<file path="src/rtl/state_button.sv">
// state_button: top-level control FSM for the LED-matrix music demo.
// Conditions three raw push-buttons (synchronise, debounce, rising-edge
// detect) and sequences START -> MENU -> PLAY -> FINISH -> MENU.
// Ports:
//   clk           system clock, rising edge
//   rst           synchronous active-high reset
//   finish        song-finished level from the player (already clk-synchronous)
//   red_button    raw async button: START->MENU, MENU song decrement
//   blue_button   raw async button: MENU song increment, PLAY abort
//   yellow_button raw async button: MENU->PLAY, FINISH->MENU
//   song_confirm  registered selected song index
//   state         registered FSM state (START=00 MENU=01 PLAY=10 FINISH=11)
module state_button #(
   parameter int unsigned SYNC_STAGES     = 2,
   parameter int unsigned DEBOUNCE_CYCLES = 1,
   parameter int unsigned NUM_SONGS       = 3
) (
   input  logic       clk,
   input  logic       rst,
   input  logic       finish,
   input  logic       red_button,
   input  logic       blue_button,
   input  logic       yellow_button,
   output logic [1:0] song_confirm,
   output logic [1:0] state
);

   localparam int unsigned NB    = 3;
   localparam int unsigned CNT_W = (DEBOUNCE_CYCLES > 1) ? $clog2(DEBOUNCE_CYCLES) : 1;
   localparam int unsigned BTN_RED    = 0;
   localparam int unsigned BTN_BLUE   = 1;
   localparam int unsigned BTN_YELLOW = 2;
   localparam logic [CNT_W-1:0] CNT_LAST = CNT_W'(DEBOUNCE_CYCLES - 1);
   localparam logic [1:0]       SONG_MAX = 2'(NUM_SONGS - 1);

   typedef enum logic [1:0] {
      ST_START  = 2'b00,
      ST_MENU   = 2'b01,
      ST_PLAY   = 2'b10,
      ST_FINISH = 2'b11
   } state_e;

   logic [NB-1:0]          btn_raw;
   logic [SYNC_STAGES-1:0] sync_q [NB];
   logic [SYNC_STAGES-1:0] sync_d [NB];
   logic [CNT_W-1:0]       cnt_q  [NB];
   logic [CNT_W-1:0]       cnt_d  [NB];
   logic [NB-1:0]          deb_q, deb_d;
   logic [NB-1:0]          deb_d1_q, deb_d1_d;
   logic [NB-1:0]          press_c;

   state_e     state_q, state_d;
   logic [1:0] song_q, song_d;

   assign btn_raw = {yellow_button, blue_button, red_button};

   // Button conditioning: sync chain, mismatch-count debounce, rising edge.
   always_comb begin
      for (int i = 0; i < NB; i++) begin
         sync_d[i] = {sync_q[i][SYNC_STAGES-2:0], btn_raw[i]};
         cnt_d[i]  = '0;
         deb_d[i]  = deb_q[i];
         // Counter only advances while the synchronised level disagrees
         // with the debounced level; any agreeing cycle restarts it.
         if (sync_q[i][SYNC_STAGES-1] != deb_q[i]) begin
            if (cnt_q[i] == CNT_LAST) begin
               deb_d[i] = sync_q[i][SYNC_STAGES-1];
            end else begin
               cnt_d[i] = cnt_q[i] + CNT_W'(1);
            end
         end
      end
      deb_d1_d = deb_q;
      press_c  = deb_q & ~deb_d1_q;
   end

   // Next-state and song selection.
   always_comb begin
      state_d = state_q;
      song_d  = song_q;
      unique case (state_q)
         ST_START: begin
            if (press_c[BTN_RED]) state_d = ST_MENU;
         end
         ST_MENU: begin
            if (press_c[BTN_YELLOW]) begin
               state_d = ST_PLAY;
            end else if (press_c[BTN_RED]) begin
               song_d = (song_q == 2'd0) ? SONG_MAX : song_q - 2'd1;
            end else if (press_c[BTN_BLUE]) begin
               song_d = (song_q == SONG_MAX) ? 2'd0 : song_q + 2'd1;
            end
         end
         ST_PLAY: begin
            if (finish) begin
               state_d = ST_FINISH;
            end else if (press_c[BTN_BLUE]) begin
               state_d = ST_MENU;
            end
         end
         ST_FINISH: begin
            if (press_c[BTN_YELLOW]) state_d = ST_MENU;
         end
         default: state_d = ST_START;
      endcase
   end

   always_ff @(posedge clk) begin
      if (rst) begin
         for (int i = 0; i < NB; i++) begin
            sync_q[i] <= '0;
            cnt_q[i]  <= '0;
         end
         deb_q    <= '0;
         deb_d1_q <= '0;
         state_q  <= ST_START;
         song_q   <= 2'd0;
      end else begin
         for (int i = 0; i < NB; i++) begin
            sync_q[i] <= sync_d[i];
            cnt_q[i]  <= cnt_d[i];
         end
         deb_q    <= deb_d;
         deb_d1_q <= deb_d1_d;
         state_q  <= state_d;
         song_q   <= song_d;
      end
   end

   assign state        = state_q;
   assign song_confirm = song_q;

endmodule

</file>
<file path="config.mk">
export PLATFORM = sky130hd
export DESIGN_NAME = state_button
export DESIGN_NICKNAME = d
export VERILOG_FILES = /design/src/rtl/state_button.sv
export SDC_FILE = /design/constraint.sdc
export NUM_CORES = 1
export LEC_CHECK = 0
export CAP_MARGIN = 20
export CORE_MARGIN = 1.5
export CORE_UTILIZATION = 28
export CTS_BUF_LIST = sky130_fd_sc_hd__clkbuf_4 sky130_fd_sc_hd__clkbuf_8 sky130_fd_sc_hd__clkbuf_16
export CTS_CLUSTER_DIAMETER = 200
export DETAILED_ROUTE_END_ITERATION = 12
export PLACE_DENSITY = 0.47
export SYNTH_ARGS = -nofsm -noshare
export SYNTH_HDL_FRONTEND = slang
export SYNTH_SLANG_ARGS = --single-unit
</file>
<file path="constraint.sdc">
create_clock -name clk -period 2.03 [get_ports clk]
set_input_delay 0.406 -clock clk [delete_from_list [all_inputs] [get_ports clk]]
set_output_delay 0.406 -clock clk [all_outputs]
set_load 0.005 [all_outputs]
</file>
[After elaboration in Yosys (flattened, before gate mapping)]
Memory sizes are Yosys's and may differ from the RTL's.
Cells that the tools add are included.
Storage, ports and cells
  register bits after elaboration: 10
  bits of input ports: 6
  memory bits (writable): 9
  memories kept: 2
  output and inout port bits: 4
  word-level logic and storage cells: 69
Operators by class
  eq/ne operators: 11
  reductions and logical operators: 8
  add/sub/neg operators: 5
  multiplexer cells: 25
  bitwise operators: 12
Memory list
  sync_q: depth 3, bits a word 2, rd ports 3, clocked after memory_dff 0, wr ports 3, line 44  | logic [SYNC_STAGES-1:0] sync_q [NB];
  cnt_q: depth 3, bits a word 1, rd ports 3, clocked after memory_dff 0, wr ports 3, line 46  | logic [CNT_W-1:0] cnt_q [NB];
Operators by type and width (number)
  2-bit two-way mux: 12
  1-bit two-way mux: 12
  2-bit one-hot mux with 4 select lines: 1
  2-bit equality test, second input constant: 3
  2-bit inequality test, second input constant: 3
  1-bit bitwise OR: 6
  2-bit AND reduction: 3
  2-bit logical NOT: 2
  1-bit inverter: 4
  4-bit AND reduction: 1
  1-bit adder, second input constant: 3
  3-bit AND: 1
  1-bit inequality test: 3
  3-bit inequality test, second input constant: 1
  3-bit inverter: 1
  3-bit AND reduction: 1
  2-bit by 1-bit adder with 2-bit output, second input constant: 1
  2-bit by 1-bit equality test with 1-bit output, second input constant: 1
  2-bit nonzero test: 1
  2-bit by 1-bit subtractor with 2-bit output, second input constant: 1

[Longest topological paths before layout]
Gate-level depths: netlist of the first run.
  word-level depth: 5
  depth in mapped cells: 6
  mapped depth without buffers: 6

[Worst setup path after synthesis of the first run]
OpenSTA, ideal clock, no wires.
  kind: register to register
  from: register state_q[1] (netlist: state[1])
  to: register state_q[0] (netlist: state[0])
  period minus slack after synthesis: 1.653 ns
  library setup time: 0.086 ns
  stages on the path, launching flop included: 7
  slack: 0.377 ns
  buffers on the path: 0
  arrival: 1.567 ns
  required time: 1.944 ns
  cell sequence: dfxtp_1 -> inv_1 -> ha_1 -> or2_0 -> a222oi_1 -> nor2_1 -> a211oi_1
Between the ends
  word-level cells in the longest chain between the ends: 3
  elaborated cells between the ends (all ways): 10
  classes of those cells: 7 x eq/ne; 1 x mux; 2 x reduce/logical
RTL lines
  from (decl): line 52  | state_e state_q, state_d;
  from (signal assigned): line 125  | state_q <= state_d;
  2-bit equality test (tied with other cells): line 81  | unique case (state_q)
  3-bit inequality test (no source line) or 2-bit inequality test (tied branches)
  4-bit AND reduction (no source line)
Several ways; a longest one is shown, not always the timed one.
A chain may end at the register's enable or synchronous reset.

[Worst setup path in the final report of the first run]
Ends and elaborated chain as after synthesis.

==> results of run 1 <==
## routing by layer
layer  GRT usage, %  wire (um)  up-vias
met5              0          0        -
met4           3.95          9        0
met3           4.31         50        2
met2           15.2        450       11
met1           10.9        483      192
li1               -          -      233
## worst max-delay path, stage by stage (launching register included)
cell and delay [ns]:
dfxtp_1 0.38, inv_1 0.10, ha_1 0.22, or2_0 0.23
a222oi_1 0.50, nor2_1 0.08, a211oi_1 0.21
## logic make-up (layout without fill, tap and decap cells)
kind of cell	count (synthesis)	after routing	synth area share, %
multiplexers	1	1	1.50
AO/OA/AOI/OAI	7	7	8.46
AND/OR/NAND/NOR	24	24	21.8
adder cells (fa/ha/maj)	8	8	15.0
buffers and inverters	7	21	5.07
flip-flops	16	16	48.1
## cell type report
class,count,area share (%)
sequential,16,38.6
clock buffer,4,4.37
multi-input combinational,40,37.5
timing repair buffer,11,12.7
inverter,6,2.71
tap,28,4.22
## stage by stage
stage	std cells	utilization (%)	hold slack [ns]	power, mW
2_1_floorplan	63	-	0.414	0.391
3_3_place_gp	101	35.6	0.416	0.426
3_5_place_dp	101	35.6	0.427	0.426
4_1_cts	105	37.2	0.447	0.642
5_1_grt	105	37.2	0.459	0.677
6_report	105	37.2	0.440	0.628
## synth_stat cells (2+ instances only)
master,instances
a211oi_1,2
dfxtp_1,16
ha_1,8
inv_1,6
nand2_1,2
nand2b_1,2
nor2_1,3
nor2b_1,13
## worst max-delay path by stage
stage	start	to	slack, ns	cells after the start
2_1_floorplan	state[1]	state[0]	0.38	6
3_3_place_gp	state[1]	state[0]	0.31	6
3_5_place_dp	state[1]	state[0]	0.26	6
4_1_cts	state[1]	state[0]	0.25	6
5_1_grt	state[1]	state[0]	0.08	6
6_report	state[1]	state[0]	0.24	6
## cell usage in the layout (no fill, tap or decap)
cell type / netlist / routed
clkbuf_4: 0 / 3
o211a_1: 1 / 1
dfxtp_1: 16 / 16
or2_0: 1 / 1
buf_4: 0 / 2
nand2b_1: 2 / 2
a21oi_1: 1 / 1
inv_1: 6 / 6
a221oi_1: 1 / 1
mux2i_1: 1 / 1
a211oi_1: 2 / 2
nor3_1: 1 / 1
ha_1: 8 / 8
clkbuf_8: 0 / 1
clkdlybuf4s50_1: 0 / 9
nor3b_1: 1 / 1
nand2_1: 2 / 2
nand2b_4: 1 / 1
a222oi_1: 1 / 1
nor2b_1: 13 / 13
o31ai_1: 1 / 1
nor2_1: 3 / 3
## where the power goes
part           internal [mW]  switching [mW]  leakage [nW]  total (mW)
Combinational         0.0451          0.0342         0.174      0.0793
Sequential             0.327          0.0106         0.131       0.338
Clock                  0.109           0.101        0.0210       0.211
Total                  0.482           0.146         0.326       0.628
## registers in the layout, summed over array words and instances (netlist names)
name	cells
song_confirm	2
state	2
sync_q	6
deb_d1_q	3
deb_d1_d	3
==> flow_metrics.py, run 1 <==
metrics = {
    "outcome": {
        "outcome": "finished, final reports clean",
    },
    "synth": {
        "synth_flop_cell": "dfxtp_1",
        "syn-cell-area_sq_um": 666,
        "synthCells": 63,
        "post_synth_num_cell_types": 19,
        "seq_area_frac_synth_pct": 48.1,
        "synth_top_cell_area_share_pct": 48.1,
        "synth_nets": 77,
        "yosysTopAreaCell": "dfxtp_1",
        "synth_edf_count": 0,
        "synth.avg_cell_area_sq_um": 10.6,
        "yosys-top-cells-area": "dfxtp_1, ha_1, nor2b_1",
        "async_reset_ff_share_pct": 0,
        "yosys_warnings": 0,
        "ys_ff_latch": 16,
    },
    "placement": {
        "hpwl_um": 747,
        "gp_congestion": 0.764,
        "dpl_cell_area_sq_um": 795,
        "post-place-ws_ns": 0.263,
        "port_buffers": 9,
    },
    "grt": {
        "grt_pass1_vias": 419,
        "track_usage_pct": 9.47,
        "grt_max_degree": 11,
        "antenna_found_initial": 0,
        "grt_pass1_wl_mm": 1.85,
        "gr-total-overflow": 0,
    },
    "cts": {
        "cts_made_buffers": 3,
        "cts_tree": "yes",
        "root_buffer": "clkbuf_4",
        "clockBufferDepth": 2,
        "postCtsSetupBuffers": 0,
        "insertion_delay_ns": 0.29,
        "cts_max_level": 1,
        "cts_hold_buf": 0,
        "cts_resized": 0,
        "cts.reportedPaths.clkPinSlew_ns": 0.09,
        "cts.sinks": 16,
    },
    "setup_path": {
        "r2r_cells": 6,
        "cp-end-kind": "flop",
        "worstPathRequired_ns": 2.24,
        "critPathLaunchType": "flop",
        "r2r_end": "state[0]",
        "rr_startpoint": "state[1]",
        "worst-path-max-fanout": 4,
        "r2r_setup_slack_ns": 0.24,
        "crit_type": "reg2reg",
        "worstPathArrival_ns": 2.00,
    },
    "layout": {
        "drive_gt1_share_pct": 9.09,
        "ff_latch_area_sq_um": 320,
        "multiInputGateArea_sq_um": 312,
        "nNetsFinal": 92,
        "syn_to_final_growth_pct": 24.8,
        "antenna_cells": 0,
        "fin_area_sq_um": 831,
        "fillers": 225,
    },
    "route": {
        "drc": 0,
        "wl_um": 993,
        "dr.pass1.iters": 6,
        "vias": 438,
        "avgRoutedWirePerCell_um": 9.46,
        "via_per_inst": 4.17,
        "drtIter0Drc": 10,
        "ant_nets": 0,
    },
    "min_path": {
        "worstHoldPathType": "reg2reg",
        "hold_start": "sync_q[0][1]",
        "min_to": "deb_d1_d[0]",
        "holdPathStages": 1,
    },
    "floorplan": {
        "rows": 17,
        "floorplan.initialDensity_pct": 29.8,
        "core_area_sq_um": 2230,
        "num_io_pins": 10,
        "die_area_sq_um": 2680,
        "die_h_um": 51.8,
        "die-width_um": 51.8,
    },
    "timing": {
        "rsz0062_at_grt": "false",
        "finClkSkew_ns": 0.00462,
        "max_slew.worst_pin.slew_ns": 0.532,
        "slew_headroom_pct": 64.5,
        "hold_violations": 0,
        "clock.fmax_mhz": 560,
        "post-route-min-period_ns": 1.79,
        "finalMaxSlewViolations": 0,
        "finalCritPeriodShare_pct": 87.9,
        "tns_ns": 0,
        "final.setup.worst_slack_ns": 0.245,
        "setup_viol": 0,
    },
    "pwr": {
        "powerDensity_nw_per_um2": 756,
        "p_leak_nw": 0.326,
        "peakVddDrop_mv": 0.522,
    },
    "run": {
        "drv_cap": 0,
    },
}
Power figures use the tool's default switching activity.
==> run 2, diff against run 1 <==
- CAP_MARGIN: 20 -> 0
- MAX_ROUTING_LAYER: not set -> met4
- PLACE_DENSITY: 0.47 -> 0.49
- clock period: 2.03 -> 1.5 ns (I/O delays scaled with it)
==> run 2 against run 1 <==
Compared with the run above: the flow now finishes with violations (setup timing); critical path type unchanged; worst hold slack improved by 0.0037 ns; utilization rose by 3.2 points; non-clock buffer count rose by 5; first-iteration DRC count fell by 70%.
==> flow_metrics.py, run 2 (same netlist as run 1, synthesis figures left out) <==
metrics = {
    "timing": {
        "finClkSkew_ns": 0.00367,
        "max_slew.worst_pin.slew_ns": 0.376,
        "finalMaxSlewViolations": 0,
        "post-route-min-period_ns": 1.56,
        "clock.fmax_mhz": 641,
        "finalCritPeriodShare_pct": 104,
        "tns_ns": -0.112,
        "hold_violations": 0,
        "rsz0062_at_grt": "true",
        "fin_hold_ws_ns": 0.444,
        "final.setup.worst_slack_ns": -0.0597,
        "setup_viol": 2,
        "slew_headroom_pct": 75.0,
    },
    "placement": {
        "port_buffers": 9,
        "hpwl_um": 745,
        "gp_congestion": 0.872,
        "dpl_cell_area_sq_um": 832,
        "place_inst": 104,
        "post-place-ws_ns": -0.0109,
    },
    "layout": {
        "fillers": 228,
        "nNetsFinal": 97,
        "antenna_cells": 0,
        "regMostFlops": "sync_q",
        "fin_area_sq_um": 903,
        "final_util_pct": 40.4,
        "mostFrequentLayoutCell": "nor2b_1",
        "fin_cells": 110,
        "largest_reg_flops": 6,
        "syn_to_final_growth_pct": 35.7,
        "drive_gt1_share_pct": 24.4,
        "final_cell_mix": "nor2b_1, dfxtp_1, ha_1, clkdlybuf4s50_1, buf_4",
    },
    "cts": {
        "cts.reportedPaths.clkPinSlew_ns": 0.09,
        "cts_made_buffers": 3,
        "cts_max_level": 1,
        "cts.sinks": 16,
        "cts_hold_buf": 0,
        "insertion_delay_ns": 0.28,
        "root_buffer": "clkbuf_4",
        "clockBufferDepth": 2,
        "cts_tree": "yes",
    },
    "grt": {
        "grt_pass1_wl_mm": 1.79,
        "grtUsageMet1_pct": 10.5,
        "gr-usage-met3_pct": 1.72,
        "track_usage_pct": 9.52,
        "grt_max_degree": 10,
        "antenna_found_initial": 0,
        "grt.met2_usage_pct": 15.0,
        "busiest_layer": "met2",
        "grt_pass1_vias": 447,
        "gr-total-overflow": 0,
    },
    "setup_path": {
        "critical_path.max_stage_delay_ns": 0.37,
        "worstPathRequired_ns": 1.70,
        "r2r_cells": 7,
        "critPathLaunchType": "flop",
        "cp.depth": 7,
        "worst-path-max-fanout": 4,
        "crit_family": "compound AO/OA/AOI/OAI gates",
        "path_cells": "buf_6, ha_4, or2_0, a222oi_1, buf_4, nand2_2, o31ai_1",
        "crit_type": "reg2reg",
        "worstPathArrival_ns": 1.76,
        "cp-end-kind": "flop",
        "cpMaxStageDelayCell": "dfxtp_4",
        "critical_path_buf_inv_count": 2,
    },
    "floorplan": {
        "num_io_pins": 10,
        "die_area_sq_um": 2680,
        "floorplan.initialDensity_pct": 29.8,
        "die-width_um": 51.8,
        "die_h_um": 51.8,
        "rows": 17,
        "core_area_sq_um": 2230,
    },
    "route": {
        "drtIter0Drc": 3,
        "ant_nets": 0,
        "vias": 453,
        "drc": 0,
        "dr.pass1.iters": 4,
        "via_per_inst": 4.12,
        "wl_mm": 1.05,
        "avgRoutedWirePerCell_um": 9.52,
    },
    "pwr": {
        "power_mw": 0.896,
        "p_leak_nw": 0.382,
        "peakVddDrop_mv": 0.659,
        "powerDensity_nw_per_um2": 991,
    },
    "min_path": {
        "holdPathStages": 1,
        "worstHoldPathType": "reg2reg",
    },
    "run": {
        "drv_cap": 0,
    },
    "outcome": {
        "violations": "setup timing",
        "outcome": "complete, but fails checks",
    },
}
## run 2: cell count changes in the layout (fill, tap and decap cells not counted), moves of 2 or more
cell             delta
dfxtp_2             +2
dfxtp_4             +2
dfxtp_1             -4
buf_4               +4
clkdlybuf4s50_1     -2
## run 2: final timing paths
path / from / to / slack, ns
worst max-delay path: state[0] / state[1] / -0.06
worst min-delay path: sync_q[0][5] / deb_d1_d[2] / 0.44
worst max register to register: state[0] / state[1] / -0.06
worst min register to register: sync_q[0][5] / deb_d1_d[2] / 0.44
## run 2: layout make-up
class | count | area [sq um] | share of cell area [%]
Timing Repair Buffer | 16 | 148 | 16.3
Multi-Input combinational cell | 40 | 332 | 36.7
Sequential cell | 16 | 330 | 36.6
Inverter | 6 | 22.5 | 2.49
Tap cell | 28 | 35.0 | 3.88
Clock buffer | 4 | 36.3 | 4.02
## run 2: power breakdown
part / internal [mW] / switching, mW
combinational: 0.0915 / 0.0662
sequential: 0.444 / 0.0127
clock: 0.148 / 0.133
## run 2: metal layers
layer,routed length (um),share of wire [%]
met3,25,2.4
met2,478,46
met1,529,51
met4,14,1.3
met5,0,0
## run 2: repair_timing
| item | CTS | global route |
|---|---|---|
| endpoints found under the setup margin | 5 | 3 |
| pin swaps | 1 | 0 |
| setup buffers | 2 | 0 |
| endpoints found under the hold margin | 0 | 0 |
| resized for setup | 6 | 3 |
==> run 3, diff against run 2 <==
- RECOVER_POWER: not set -> 100
==> run 3 against run 2 <==
Compared with the run above: non-clock buffer count unchanged; final area down 0.42%; clock power barely moved; global-route usage unchanged; die area is the same; routed wire length is 0.48% higher; clock skew about the same; the flow still finishes with violations (setup timing); flip-flop and latch count unchanged; highest routed layer unchanged; sequential share of layout area up 0.15 points; critical path type unchanged.
==> flow_metrics.py, run 3 (same netlist as run 1, synthesis figures left out) <==
metrics = {
    "pwr": {
        "p_comb_share_pct": 17.6,
        "p_leak_nw": 0.378,
        "internal_power_mw": 0.683,
        "peakVddDrop_mv": 0.659,
        "seq_power_share_pct": 51.0,
        "clockPowerShare_pct": 31.4,
        "p_switching_mw": 0.213,
        "switching_share_pct": 23.8,
        "powerDensity_nw_per_um2": 995,
    },
    "cts": {
        "insertion_delay_ns": 0.28,
        "cts_hold_buf": 0,
        "cts.sinks": 16,
        "cts_max_level": 1,
        "clockBufferDepth": 2,
        "cts.reportedPaths.clkPinSlew_ns": 0.09,
        "cts_tree": "yes",
        "cts_made_buffers": 3,
        "root_buffer": "clkbuf_4",
    },
    "timing": {
        "post-route-min-period_ns": 1.57,
        "clock.fmax_mhz": 637,
        "setup_viol": 2,
        "finClkSkew_ns": 0.00371,
        "slew_headroom_pct": 74.3,
        "hold_violations": 0,
        "finalCritPeriodShare_pct": 105,
        "tns_ns": -0.133,
        "final.setup.worst_slack_ns": -0.0695,
        "rsz0062_at_grt": "true",
        "finalMaxSlewViolations": 0,
        "max_slew.worst_pin.slew_ns": 0.386,
    },
    "layout": {
        "syn_to_final_growth_pct": 35.2,
        "fillers": 230,
        "fin_area_sq_um": 900,
        "antenna_cells": 0,
        "regMostFlops": "sync_q",
        "nNetsFinal": 97,
        "drive_gt1_share_pct": 23.2,
        "mostFrequentLayoutCell": "nor2b_1",
        "final_cell_mix": "nor2b_1, dfxtp_1, ha_1, clkdlybuf4s50_1",
        "largest_reg_flops": 6,
    },
    "setup_path": {
        "worst-path-max-fanout": 4,
        "crit_type": "reg2reg",
        "worstPathRequired_ns": 1.70,
        "critical_path.max_stage_delay_ns": 0.37,
        "cpMaxStageDelayCell": "dfxtp_4",
        "cp-end-kind": "flop",
        "path_cells": "buf_6, ha_4, or2_0, a222oi_1, buf_4, nand2_2, o31ai_1",
        "worstPathArrival_ns": 1.77,
        "critPathLaunchType": "flop",
    },
    "route": {
        "vias": 453,
        "ant_nets": 0,
        "via_per_inst": 4.12,
        "drc": 0,
        "avgRoutedWirePerCell_um": 9.56,
        "dr.pass1.iters": 4,
        "wl_mm": 1.05,
        "drtIter0Drc": 3,
    },
    "floorplan": {
        "die_area_sq_um": 2680,
        "floorplan.initialDensity_pct": 29.8,
        "die_h_um": 51.8,
        "die-width_um": 51.8,
        "rows": 17,
        "core_area_sq_um": 2230,
        "num_io_pins": 10,
    },
    "min_path": {
        "worstHoldPathType": "reg2reg",
    },
    "grt": {
        "track_usage_pct": 9.52,
        "grt_max_degree": 10,
        "grt.met2_usage_pct": 15.0,
        "grt_pass1_vias": 447,
        "gr-total-overflow": 0,
        "grtUsageMet1_pct": 10.5,
        "gr-usage-met3_pct": 1.72,
        "antenna_found_initial": 0,
        "grt_pass1_wl_mm": 1.79,
        "busiest_layer": "met2",
    },
    "placement": {
        "hpwl_um": 745,
        "gp_congestion": 0.872,
        "port_buffers": 9,
        "post-place-ws_ns": -0.0109,
        "dpl_cell_area_sq_um": 832,
    },
    "outcome": {
        "violations": "setup timing",
        "outcome": "complete, but fails checks",
    },
    "run": {
        "drv_cap": 0,
    },
}
[run 3: changes by cell type in the layout (fill, tap and decap cells not counted)]
cell      before  now
buf_4          6    5
clkbuf_1       0    1
[run 3: per-stage QoR]
stage | utilization [%] | std cells | total power, mW | hold slack [ns]
floorplan | - | 63 | 0.535 | 0.372
global placement | 37.3 | 104 | 0.602 | 0.419
detailed placement | 37.3 | 104 | 0.600 | 0.425
CTS | 40.1 | 110 | 0.908 | 0.448
global route | 40.3 | 110 | 0.945 | 0.462
finish | 40.3 | 110 | 0.896 | 0.444
[run 3: power by group through the flow]
| stage | Combinational [mW] | Sequential (mW) | Clock [mW] |
|---|---|---|---|
| after floorplan | 0.0662 | 0.469 | 0 |
| after global placement | 0.133 | 0.469 | 0 |
| after detailed placement | 0.132 | 0.468 | 0 |
| after CTS | 0.154 | 0.458 | 0.296 |
| after global routing | 0.173 | 0.459 | 0.312 |
| final | 0.158 | 0.457 | 0.281 |
[run 3: path summary, 6_finish.rpt]
check | startpoint | endpoint | slack (ns) | cells after the start
setup / recovery | state[0] | state[1] | -0.07 | 7
hold / removal | sync_q[0][5] | deb_d1_d[2] | 0.44 | 1
setup reg to reg | state[0] | state[1] | -0.07 | 7
hold reg to reg | sync_q[0][5] | deb_d1_d[2] | 0.44 | 1
[run 3: layer usage]
layer / part of all wire (%) / wire length [um]
met5: 0 / 0
met4: 1.3 / 14
met3: 2.4 / 25
met2: 46 / 482
met1: 50 / 530
[run 3: timing repair]
item                                   CTS  global route
gates resized for setup                  6             3
pin swaps                                1             0
cloned                                   0             0
setup endpoints to repair                5             3
endpoints found under the hold margin    0             0
setup buffers                            2             0
[run 3: cell type report]
class | instances | area (sq um) | area share [%]
Tap cell | 28 | 35.0 | 3.89
Multi-Input combinational cell | 40 | 332 | 36.9
Sequential cell | 16 | 330 | 36.7
Clock buffer | 4 | 36.3 | 4.03
Inverter | 6 | 22.5 | 2.50
Timing Repair Buffer | 16 | 144 | 16.0
[run 3: worst max-delay path, delay by kind of cell (launching register included)]
family          cells  cell delay (ns)
simple gates        2             0.22
fa+ha+maj           1             0.14
flops               1             0.37
buf+inv             2             0.33
compound gates      2             0.43
